[src/rtl/midi_event_encoder.sv]
// rtl/midi_event_encoder.sv - queues synth/panel events and serializes them as MIDI channel-voice bytes
// Optional running status: define MIDI_RUNNING_STATUS_EN.
module midi_event_encoder #(
  parameter int FIFO_AW        = 3,
  parameter int RS_IDLE_CYCLES = 25000
) (
  input  logic               CLOCK_25,
  input  logic               reset_reg,
  input  logic [3:0]         midi_ch,
  input  logic               ev_valid,
  output logic               ev_ready,
  input  logic [2:0]         ev_type,
  input  logic [6:0]         ev_d1,
  input  logic [6:0]         ev_d2,
  input  logic               midi_out_ready,
  output logic               midi_send_byte,
  output logic [7:0]         midi_out_data,
  output logic [FIFO_AW:0]   fifo_level,
  output logic               ev_drop,
  output logic               busy
);

  localparam int DEPTH = 1 << FIFO_AW;
  localparam logic [FIFO_AW:0] FULL_LEVEL = (FIFO_AW + 1)'(DEPTH);

  typedef enum logic [2:0] {
    IDLE, LOAD, SEND_ST, WAIT_ST, SEND_D1, WAIT_D1, SEND_D2, WAIT_D2
  } state_t;

  state_t             state;
  logic [16:0]        mem [DEPTH];
  logic [FIFO_AW-1:0] wr_ptr;
  logic [FIFO_AW-1:0] rd_ptr;
  logic [FIFO_AW:0]   level;
  logic               empty;
  logic               push;
  logic               pop;
  logic [2:0]         head_type;
  logic [6:0]         head_d1;
  logic [6:0]         head_d2;
  logic [7:0]         head_status;
  logic               skip_status;
  logic [7:0]         status_r;
  logic [6:0]         d1_r;
  logic [6:0]         d2_r;
  logic               two_bytes;

  function automatic logic [3:0] code_of(input logic [2:0] t);
    case (t)
      3'd0:    code_of = 4'h8;
      3'd1:    code_of = 4'h9;
      3'd2:    code_of = 4'hB;
      3'd3:    code_of = 4'hC;
      default: code_of = 4'hE;
    endcase
  endfunction

  assign empty       = (level == '0);
  assign ev_ready    = (level != FULL_LEVEL);
  assign fifo_level  = level;
  assign busy        = (state != IDLE) || !empty;
  assign push        = ev_valid && ev_ready && (ev_type <= 3'd4);
  assign pop         = (state == LOAD);
  assign {head_type, head_d1, head_d2} = mem[rd_ptr];
  assign head_status = {code_of(head_type), midi_ch};

  // Event FIFO; unsupported types are accepted but never stored.
  always_ff @(posedge CLOCK_25) begin
    if (reset_reg) begin
      wr_ptr  <= '0;
      rd_ptr  <= '0;
      level   <= '0;
      ev_drop <= 1'b0;
    end else begin
      ev_drop <= ev_valid && ev_ready && (ev_type > 3'd4);
      if (push) begin
        mem[wr_ptr] <= {ev_type, ev_d1, ev_d2};
        wr_ptr      <= wr_ptr + 1'b1;
      end
      if (pop) rd_ptr <= rd_ptr + 1'b1;
      case ({push, pop})
        2'b10:   level <= level + 1'b1;
        2'b01:   level <= level - 1'b1;
        default: level <= level;
      endcase
    end
  end

`ifdef MIDI_RUNNING_STATUS_EN
  localparam int RS_W = $clog2(RS_IDLE_CYCLES + 1);

  logic [RS_W-1:0] idle_cnt;
  logic            rs_valid;
  logic [7:0]      last_status;

  assign skip_status = rs_valid && (last_status == head_status);

  // Status strobes are recognised by bit7 of the byte just sent.
  always_ff @(posedge CLOCK_25) begin
    if (reset_reg) begin
      idle_cnt    <= '0;
      rs_valid    <= 1'b0;
      last_status <= 8'h00;
    end else begin
      if (midi_send_byte && midi_out_data[7]) begin
        last_status <= midi_out_data;
        rs_valid    <= 1'b1;
      end
      if ((state == IDLE) && empty) begin
        if (idle_cnt == RS_W'(RS_IDLE_CYCLES - 1)) rs_valid <= 1'b0;
        else idle_cnt <= idle_cnt + 1'b1;
      end else begin
        idle_cnt <= '0;
      end
    end
  end
`else
  logic unused_rs;
  assign skip_status = 1'b0;
  assign unused_rs   = ^RS_IDLE_CYCLES;
`endif

  // LOAD also fires the first byte when TX is already idle, giving a two-cycle accept-to-strobe path.
  always_ff @(posedge CLOCK_25) begin
    if (reset_reg) begin
      state          <= IDLE;
      midi_send_byte <= 1'b0;
      midi_out_data  <= 8'h00;
      status_r       <= 8'h00;
      d1_r           <= 7'h00;
      d2_r           <= 7'h00;
      two_bytes      <= 1'b0;
    end else begin
      midi_send_byte <= 1'b0;
      case (state)
        IDLE: if (!empty) state <= LOAD;
        LOAD: begin
          status_r  <= head_status;
          d1_r      <= head_d1;
          d2_r      <= head_d2;
          two_bytes <= (head_type == 3'd3);
          if (skip_status) begin
            if (midi_out_ready) begin
              midi_send_byte <= 1'b1;
              midi_out_data  <= {1'b0, head_d1};
              state          <= WAIT_D1;
            end else begin
              state <= SEND_D1;
            end
          end else if (midi_out_ready) begin
            midi_send_byte <= 1'b1;
            midi_out_data  <= head_status;
            state          <= WAIT_ST;
          end else begin
            state <= SEND_ST;
          end
        end
        SEND_ST: if (midi_out_ready) begin
          midi_send_byte <= 1'b1;
          midi_out_data  <= status_r;
          state          <= WAIT_ST;
        end
        WAIT_ST: if (!midi_out_ready) state <= SEND_D1;
        SEND_D1: if (midi_out_ready) begin
          midi_send_byte <= 1'b1;
          midi_out_data  <= {1'b0, d1_r};
          state          <= WAIT_D1;
        end
        WAIT_D1: if (!midi_out_ready) begin
          if (two_bytes) state <= empty ? IDLE : LOAD;
          else state <= SEND_D2;
        end
        SEND_D2: if (midi_out_ready) begin
          midi_send_byte <= 1'b1;
          midi_out_data  <= {1'b0, d2_r};
          state          <= WAIT_D2;
        end
        WAIT_D2: if (!midi_out_ready) state <= empty ? IDLE : LOAD;
        default: state <= IDLE;
      endcase
    end
  end

endmodule
[config.mk]
export PLATFORM = sky130hd
export DESIGN_NAME = midi_event_encoder
export DESIGN_NICKNAME = d
export VERILOG_FILES = /design/src/rtl/midi_event_encoder.sv
export SDC_FILE = /design/constraint.sdc
export NUM_CORES = 1
export LEC_CHECK = 0
export ABC_AREA = 0
export CORE_ASPECT_RATIO = 1.4
export CORE_MARGIN = 8
export CORE_UTILIZATION = 30
export CTS_CLUSTER_DIAMETER = 100
export DETAILED_ROUTE_END_ITERATION = 10
export PLACE_DENSITY_LB_ADDON = 0.05
export SETUP_SLACK_MARGIN = 0.4
export SKIP_LAST_GASP = 1
export SLEW_MARGIN = 20
export SYNTH_ARGS = -nofsm -noshare
export SYNTH_HDL_FRONTEND = slang
export SYNTH_SLANG_ARGS = --single-unit
[constraint.sdc]
create_clock -name CLOCK_25 -period 4.77 [get_ports CLOCK_25]
set_input_delay 0.477 -clock CLOCK_25 [delete_from_list [all_inputs] [get_ports CLOCK_25]]
set_output_delay 0.477 -clock CLOCK_25 [all_outputs]
set_load 0.01 [all_outputs]
==> results of run 1 <==
power groups by stage:
stage,Sequential (uW),Clock (uW),Combinational [uW]
global placement,2050,0,757
detailed placement,2050,0,760
floorplan,1950,0,579
finish,2010,1650,745
global route,2040,1750,823
CTS,2020,1690,763
worst max-delay path, cell delays in order (launching register included):
cell and delay (ns):
dfxtp_1 0.38, or4b_2 0.74, and3_1 0.26, inv_1 0.25
ha_1 0.30, xor2_1 0.17, ha_1 0.16, a21oi_1 0.04
xor2_1 0.16, or3_1 0.31, a21oi_1 0.15
state kept, by name, indices dropped and copies added (netlist names), named ones only:
| name | count |
|---|---|
| state | 3 |
| status_r | 8 |
| mem | 136 |
| ev_drop | 1 |
| d1_r | 7 |
| fifo_level | 4 |
| wr_ptr | 3 |
| midi_out_data | 8 |
| d2_r | 7 |
| two_bytes | 1 |
| midi_send_byte | 1 |
| rd_ptr | 3 |
per-stage QoR:
step                      hold slack, ns  total power (uW)
final                              0.443              4400
after global routing               0.469              4620
after CTS                          0.444              4470
after detailed placement           0.435              2810
after global placement             0.431              2810
after floorplan                    0.432              2530
cell type report:
cell class | count | area [sq um] | area share
sequential | 185 | 5070 | 0.580
clock buffer | 18 | 429 | 0.0491
timing repair buffer | 51 | 478 | 0.0547
inverter | 4 | 15.0 | 0.00172
clock inverter | 14 | 265 | 0.0304
multi-input combinational | 241 | 2090 | 0.239
tap | 310 | 388 | 0.0444
layer usage:
| layer | wire, um | part of all wire | vias up | global-route usage |
|---|---|---|---|---|
| li1 | - | - | 1853 | - |
| met3 | 576 | 0.036 | 12 | 0.0262 |
| met5 | 0 | 0 | - | 0 |
| met1 | 6980 | 0.44 | 1998 | 0.136 |
| met4 | 237 | 0.015 | 0 | 0.0470 |
| met2 | 8060 | 0.51 | 63 | 0.189 |
cell families (layout without fill, tap and decap cells):
kind of cell	after synthesis	in the layout	share of synthesized area
AOI/OAI and AO/OA	64	64	0.0593
xor gates and xnor gates	8	8	0.00967
adders and majority gates	5	5	0.00864
buffers and inverters	29	87	0.0168
DFF	185	185	0.699
muxes	62	62	0.143
and+or+nand+nor	102	102	0.0637
worst paths after layout:
| kind | end | startpoint | cells after the start | slack (ns) |
|---|---|---|---|---|
| worst max register to register | fifo_level[2] | fifo_level[0] | 10 | 1.75 |
| worst min-delay path | midi_out_data[5] | midi_out_data[5] | 2 | 0.44 |
| worst min register to register | midi_out_data[5] | midi_out_data[5] | 2 | 0.44 |
| worst max-delay path | fifo_level[2] | fifo_level[0] | 10 | 1.75 |
cells in the final DEF, fill, tap and decap left out, types with 2 or more instances in the layout:
master           count
edfxtp_1           136
dfxtp_1             47
nor2_1              41
clkdlybuf4s50_1     39
mux4_2              33
nand2_1             32
mux2i_1             29
clkbuf_16           17
a21oi_1             16
a211oi_1            14
buf_4               11
o21ai_0             10
a22oi_1              9
bufinv_16            7
xor2_1               6
o221ai_1             6
ha_1                 5
inv_1                4
nor2b_1              4
nor3_1               4
nand3b_1             3
nor3_2               3
o21a_1               3
inv_6                3
and3_1               2
nor2_2               2
o21ba_2              2
xnor2_1              2
nor4bb_1             2
clkinv_2             2
==> impl_metrics.tcl, run 1 <==
set metrics [dict create \
    die_w_um 147 \
    drtIter0Drc 161 \
    wl_per_cell_um 19.3 \
    min_path_type "flip-flop to flip-flop" \
    gr-total-overflow 0 \
    synth_nets 485 \
    yosysSeqAreaShare 0.699 \
    cap_violations 0 \
    tightest_slew_ns 0.975 \
    crit_type "flip-flop to flip-flop" \
    arrival_ns 3.37 \
    antenna_left 0 \
    fin_cells 823 \
    vias 3926 \
    dp.cells 791 \
    syn_avg_cell_area_sq_um 15.9 \
    ctsResizeCount 0 \
    grt_max_degree 51 \
    finalSetupViolCount 0 \
    synth_commonest_cells "136 x edfxtp_1, 49 x dfxtp_1, 43 x nor2_1" \
    rsz0062_at_grt "no" \
    p_seq_frac 0.456 \
    p_per_area_nw_per_um2 504 \
    grt_pass1_vias 3898 \
    min_period_over_period 0.632 \
    synth_top_area_cell "edfxtp_1" \
    place_ws_ns 1.46 \
    switching_share 0.255 \
    yosys_register_bits 185 \
    ys_async_sr_fraction 0 \
    synth.area.top_cells "edfxtp_1 56%, dfxtp_1 14%, mux4_2 10%" \
    design_area_sq_um 8730 \
    cts_buffers 17 \
    yosysTopAreaCellShare 0.564 \
    area_delta_synth_final_pct 20.6 \
    power_frac_clock 0.375 \
    dp_hpwl_um 9680 \
    cts_tree "done" \
    leakage_uw 0.00273 \
    cp_max_fo 8 \
    clock-sinks 185 \
    synth_flop_cell "edfxtp_1" \
    track_usage 0.112 \
    clock_latency_ns 0.44 \
    finalWeightedCongestion 0.689 \
    drv_slew 0 \
    post-cts-setup-buffers 0 \
    wirelength_um 15900 \
    setup_slack_ns 1.75 \
    power_switching_uw 1120 \
    synth_area_sq_um 7240 \
    layout-drive-gt1-share 0.172 \
    coreArea_sq_um 23800 \
    ir_worst_vdd_mv 0.263 \
    grt_pass1_wl_um 24200 \
    io_buffers 40 \
    fin_nets 530 \
    postCtsHoldBufs 0 \
    finClkSkew_ns 0.0128 \
    h-tree-depth 4 \
    drc 0 \
    antenna_cells 0 \
    cts-root-buf "clkbuf_16" \
    clkTransAtPathRegs_ns 0.07 \
    fin_setup_tns_ns 0 \
    utilization 0.367 \
    synth_edf_count 136 \
    die_area_sq_um 29400 \
    firstDrtPassIters 4 \
    period_needed_ns 3.02 \
    status "complete, no violations" \
    end_kind "flip-flop" \
    n_fill_cell 2277 \
    synth_cell_type_count 39 \
    finalHoldViolCount 0 \
    startpoint_type "flip-flop" \
    syn_inst 455 \
    max-slew-margin-rel 0.350 \
    die_h_um 200 \
    rows 67 \
    pwr-share-comb 0.169 \
    placed_area_sq_um 8040 \
    yosysWarningCount 0 \
    pin_count 41 \
    cts.path.max_buffers 2 \
    cp_data_required_time_ns 5.12 \
    antenna_found_initial 0 \
    fmax_mhz 332 \
    internal-power_uw 3280 \
    vias_per_cell 4.77 \
    yosysMostFrequentCell "edfxtp_1" \
    start_util 0.304 \
]
Note: power is estimated with default switching activity, not from simulation.
==> run 2, diff against run 1 <==
- clock period: 4.77 -> 3.1 ns (I/O delays scaled with it)
==> run 2 against run 1 <==
Total power grew 46%. Routed wire length rose by 1.5%. Global-route usage is 0.26 points higher. Via count grew 1.5%. Die area stayed put. Combinational power is 74% higher. Worst hold slack worse by 0.22 ns. Largest cell class unchanged.
==> impl_metrics.tcl, run 2 (synthesis results as in run 1) <==
set metrics [dict create \
    cpPeakStageDelay_ns 0.57 \
    place_ws_ns 0.259 \
    h-tree-depth 4 \
    n_fill_cell 2308 \
    cp_data_required_time_ns 3.46 \
    arrival_ns 2.84 \
    startpoint_type "flip-flop" \
    post-cts-setup-buffers 0 \
    setup_slack_ns 0.621 \
    die_area_sq_um 29400 \
    drv_slew 0 \
    rsz0062_at_grt "no" \
    cp_max_fo 8 \
    pwr-share-comb 0.202 \
    drc 0 \
    largest_reg_flops 136 \
    cts.path.max_buffers 2 \
    end_kind "flip-flop" \
    area_delta_synth_final_pct 20.8 \
    path_depth 10 \
    fmax_mhz 403 \
    final_cell_mix "136 x edfxtp_1, 46 x dfxtp_1, 40 x nor2_1" \
    crit_type "flip-flop to flip-flop" \
    status "complete, no violations" \
    layout-drive-gt1-share 0.200 \
    postCtsHoldBufs 0 \
    leakage_uw 0.00275 \
    power_uw 6430 \
    cp_top_family "simple AND/OR/NAND/NOR gates" \
    clock-sinks 185 \
    min_period_over_period 0.800 \
    rrSetupSlack_ns 0.62 \
    cts_buffers 17 \
    cp_cell_sequence "or4b_4 -> and3_4 -> inv_6 -> ha_4 -> xor2_1 -> ha_1 -> a21oi_1 -> xor2_1 -> or3_1 -> a21oi_1" \
    antenna_left 0 \
    hold_depth 2 \
    finalHoldViolCount 0 \
    fin_setup_tns_ns 0 \
    pin_count 41 \
    clkTransAtPathRegs_ns 0.07 \
    power_frac_clock 0.334 \
    grt_pass1_vias 4160 \
    antenna_cells 0 \
    start_util 0.304 \
    period_needed_ns 2.48 \
    p_per_area_nw_per_um2 735 \
    whs_ns 0.222 \
    finalWeightedCongestion 0.686 \
    regMostFlops "mem" \
    layout_commonest_cell "edfxtp_1" \
    finClkSkew_ns 0.0133 \
    die_w_um 147 \
    internal-power_uw 4650 \
    antenna_found_initial 0 \
    cts-root-buf "clkbuf_16" \
    drtIter0Drc 236 \
    max-slew-margin-rel 0.475 \
    wirelength_um 16100 \
    switching_share 0.278 \
    io_buffers 40 \
    grt_pass1_wl_um 25000 \
    power_switching_uw 1790 \
    critPathBufInv 1 \
    vias_per_cell 4.78 \
    fin_nets 541 \
    gr-total-overflow 0 \
    cap_violations 0 \
    coreArea_sq_um 23800 \
    vias 3983 \
    dp_hpwl_um 9900 \
    tightest_slew_ns 0.779 \
    ir_worst_vdd_mv 0.402 \
    top_regs "mem (136), midi_out_data (8), status_r (8)" \
    rows 67 \
    cts_tree "done" \
    r2r_cells 10 \
    die_h_um 200 \
    track_usage 0.115 \
    finalSetupViolCount 0 \
    firstDrtPassIters 5 \
    slowest_stage "or4b_4" \
    grt_max_degree 43 \
    clock_latency_ns 0.43 \
    p_seq_frac 0.463 \
    min_path_type "input port to flip-flop" \
    wl_per_cell_um 19.3 \
]
-- run 2: cell types whose count changed in the layout (fill, tap and decap cells not counted), moves of 2 or more --
cell / delta
inv_6: +4
buf_4: +11
clkinv_4: +2
bufinv_16: -6
dfxtp_2: +2
-- run 2: what timing repair did --
item / 4_1_cts / 5_1_grt
pin swaps: 0 / 0
resized for setup: 2 / 5
setup endpoints to repair: 2 / 2
-- run 2: layout make-up --
type / instances / area, sq um / area share
sequential: 185 / 5070 / 0.579
multi-input combinational: 241 / 2130 / 0.243
timing repair buffer: 62 / 561 / 0.0641
clock buffer: 18 / 450 / 0.0515
tap: 310 / 388 / 0.0443
clock inverter: 14 / 133 / 0.0152
inverter: 4 / 20.0 / 0.00229
-- run 2: metrics by stage --
step | util | instance area [sq um] | cells
after floorplan | - | 7260 | 455
after global placement | 0.342 | 8150 | 802
after detailed placement | 0.342 | 8150 | 802
after CTS | 0.367 | 8730 | 834
after global routing | 0.368 | 8750 | 834
final | 0.368 | 8750 | 834
-- run 2: layer usage --
metal  global-route usage  wire length (um)  vias to the layer above
li1                     -                 -                     1870
met5                    0                 0                        -
met2                0.203              8300                       66
met3               0.0291               565                       15
met1                0.133              7010                     2032
met4               0.0386               218                        0
-- run 2: worst paths after layout --
check	startpoint	to
worst max-delay path	fifo_level[0]	fifo_level[2]
worst min-delay path	reset_reg	fifo_level[1]
worst max register to register	fifo_level[0]	fifo_level[2]
worst min register to register	midi_out_data[5]	midi_out_data[5]
-- run 2: power by group through the flow --
stage	clock, uW	sequential [uW]	combinational (uW)
3_3_place_gp	0	3030	1320
5_1_grt	2310	3020	1440
3_5_place_dp	0	3040	1330
6_report	2150	2980	1300
4_1_cts	2230	2980	1330
2_1_floorplan	0	3000	896
==> run 3, diff against run 2 <==
- clock period: 3.1 -> 2 ns (I/O delays scaled with it)
==> run 3 against run 2 <==
The run now ends with setup timing left. Register-to-register slack got worse by 0.92 ns. Clock skew decreased by 0.0056 ns. Cell count increased by 9.1%. Worst setup slack got worse by 0.92 ns. Routed wire length increased by 16%. Maximum frequency increased by 7.7%. Sequential power increased by 54%. Core utilization increased by 5.9 points. First-iteration DRC count decreased by 33%. Critical path type unchanged. Largest cell class unchanged.
==> impl_metrics.tcl, run 3 (synthesis results as in run 1) <==
set metrics [dict create \
    drc 0 \
    cp_common_cell "xor2_1" \
    drtIter0Drc 158 \
    regMostFlops "mem" \
    crit_type "flip-flop to flip-flop" \
    min_period_over_period 1.15 \
    ir_worst_vdd_mv 0.594 \
    whs_ns 0.349 \
    cpPeakStageDelay_ns 0.55 \
    critPathBufInv 1 \
    clock_latency_ns 0.42 \
    antenna_cells 0 \
    grt_pass1_wl_um 28400 \
    r2r_cells 10 \
    wl_per_cell_um 20.4 \
    die_area_sq_um 29400 \
    dp_hpwl_um 10600 \
    clock-sinks 185 \
    grt_max_degree 47 \
    min_path_type "input port to flip-flop" \
    top_regs "mem (136), midi_out_data (8), status_r (8)" \
    cts_tree "done" \
    setup_slack_ns -0.301 \
    rrSetupSlack_ns -0.30 \
    period_needed_ns 2.30 \
    arrival_ns 2.64 \
    finalWeightedCongestion 0.702 \
    cp_data_required_time_ns 2.34 \
    cp_max_fo 4 \
    violations "setup timing" \
    path_depth 10 \
    layout-drive-gt1-share 0.353 \
    largest_reg_flops 136 \
    status "complete, but fails checks" \
    area_delta_synth_final_pct 40.2 \
    rsz0062_at_grt "yes" \
    cts_buffers 17 \
    cp_cell_sequence "or4b_4 -> and3_4 -> inv_8 -> ha_4 -> xor2_1 -> ha_2 -> a21oi_2 -> xor2_1 -> or3_1 -> a21oi_1" \
    finClkSkew_ns 0.00771 \
    antenna_found_initial 0 \
    coreArea_sq_um 23800 \
    clkTransAtPathRegs_ns 0.07 \
    antenna_left 0 \
    cts.path.max_buffers 2 \
    tightest_slew_ns 0.558 \
    fmax_mhz 435 \
    p_per_area_nw_per_um2 1090 \
    gr-total-overflow 0 \
    crit_start "fifo_level[2]" \
    startpoint_type "flip-flop" \
    r2r_start "fifo_level[2]" \
    rows 67 \
    fin_nets 619 \
    place_ws_ns -0.548 \
    vias 4343 \
    pin_count 41 \
    cp_top_family "simple AND/OR/NAND/NOR gates" \
    cts-root-buf "clkbuf_16" \
    max-slew-margin-rel 0.628 \
    h-tree-depth 4 \
    end_kind "flip-flop" \
    track_usage 0.132 \
    wirelength_um 18600 \
    cap_violations 0 \
    fin_setup_tns_ns -9.82 \
    grt_pass1_vias 4555 \
    die_h_um 200 \
    cp-endpoint "fifo_level[2]" \
    finalSetupViolCount 124 \
    die_w_um 147 \
    start_util 0.304 \
    design_area_sq_um 10200 \
    final_cell_mix "136 x edfxtp_1, 43 x dfxtp_1, 38 x nor2_1, 38 x buf_6" \
    finalHoldViolCount 0 \
    vias_per_cell 4.77 \
    leakage_uw 0.00335 \
    io_buffers 40 \
    placed_area_sq_um 8480 \
    layout_commonest_cell "edfxtp_1" \
    slowest_stage "or4b_4" \
    firstDrtPassIters 4 \
    r2r-end "fifo_level[2]" \
    drv_slew 0 \
]
==> run 3: cell count changes in the layout (fill, tap and decap cells not counted), moves of 4 or more <==
cell and change:
clkdlybuf4s50_1 -6, buf_12 +15, mux2i_4 +7, buf_6 +38, dlygate4sd2_1 +4, buf_4 +10
buf_16 +12, clkbuf_1 +5, nor2_4 +4, mux2i_1 -9, inv_6 -6, dfxtp_4 +4
==> run 3: worst min-delay path: cells and delay by family <==
kind,cells,cell delay (ns)
buf+inv,2,0.31
simple gates,1,0.07
==> run 3: worst min path at each step <==
stage                                start          endpoint  depth (start not counted)
after CTS                        reset_reg        mem[4][15]                          3
after floorplan                  reset_reg    midi_send_byte                          1
after global placement    midi_out_data[6]  midi_out_data[6]                          2
after global routing             reset_reg        mem[4][15]                          3
after detailed placement  midi_out_data[6]  midi_out_data[6]                          2
final                            reset_reg        mem[4][15]                          3
==> run 3: per-layer routing <==
layer | global-route usage | wire [um]
met5 | 0 | 0
met2 | 0.240 | 10100
met3 | 0.0280 | 498
met1 | 0.148 | 7680
met4 | 0.0492 | 347
==> run 3: layout make-up <==
cell class	count	area, sq um
Multi-Input combinational cell	241	2390
Clock buffer	22	444
Sequential cell	185	5080
Timing Repair Buffer	140	1720
Fill cell	2191	13700
Tap cell	310	388
Clock inverter	8	98.8
Inverter	4	25.0
==> run 3: what timing repair did <==
action | 4_1_cts | 5_1_grt
setup buffers | 25 | 15
gates cloned | 13 | 0
pin swaps | 25 | 16
hold buffers | 0 | 0
setup endpoints to repair | 182 | 177
gates resized for setup | 94 | 39
==> run 3: per-stage QoR <==
| stage | power [uW] | utilization | instances |
|---|---|---|---|
| 2_1_floorplan | 6160 | - | 455 |
| 3_5_place_dp | 7020 | 0.356 | 827 |
| 4_1_cts | 10900 | 0.414 | 895 |
| 5_1_grt | 11600 | 0.427 | 910 |
| 6_report | 11100 | 0.427 | 910 |
| 3_3_place_gp | 6990 | 0.356 | 827 |
==> run 3: where the power goes <==
group	internal, uW	leakage (uW)	total (uW)	switching (uW)
combinational	1860	0.00146	3300	1440
clock	1830	0.000260	3190	1370
sequential	4410	0.00163	4580	164
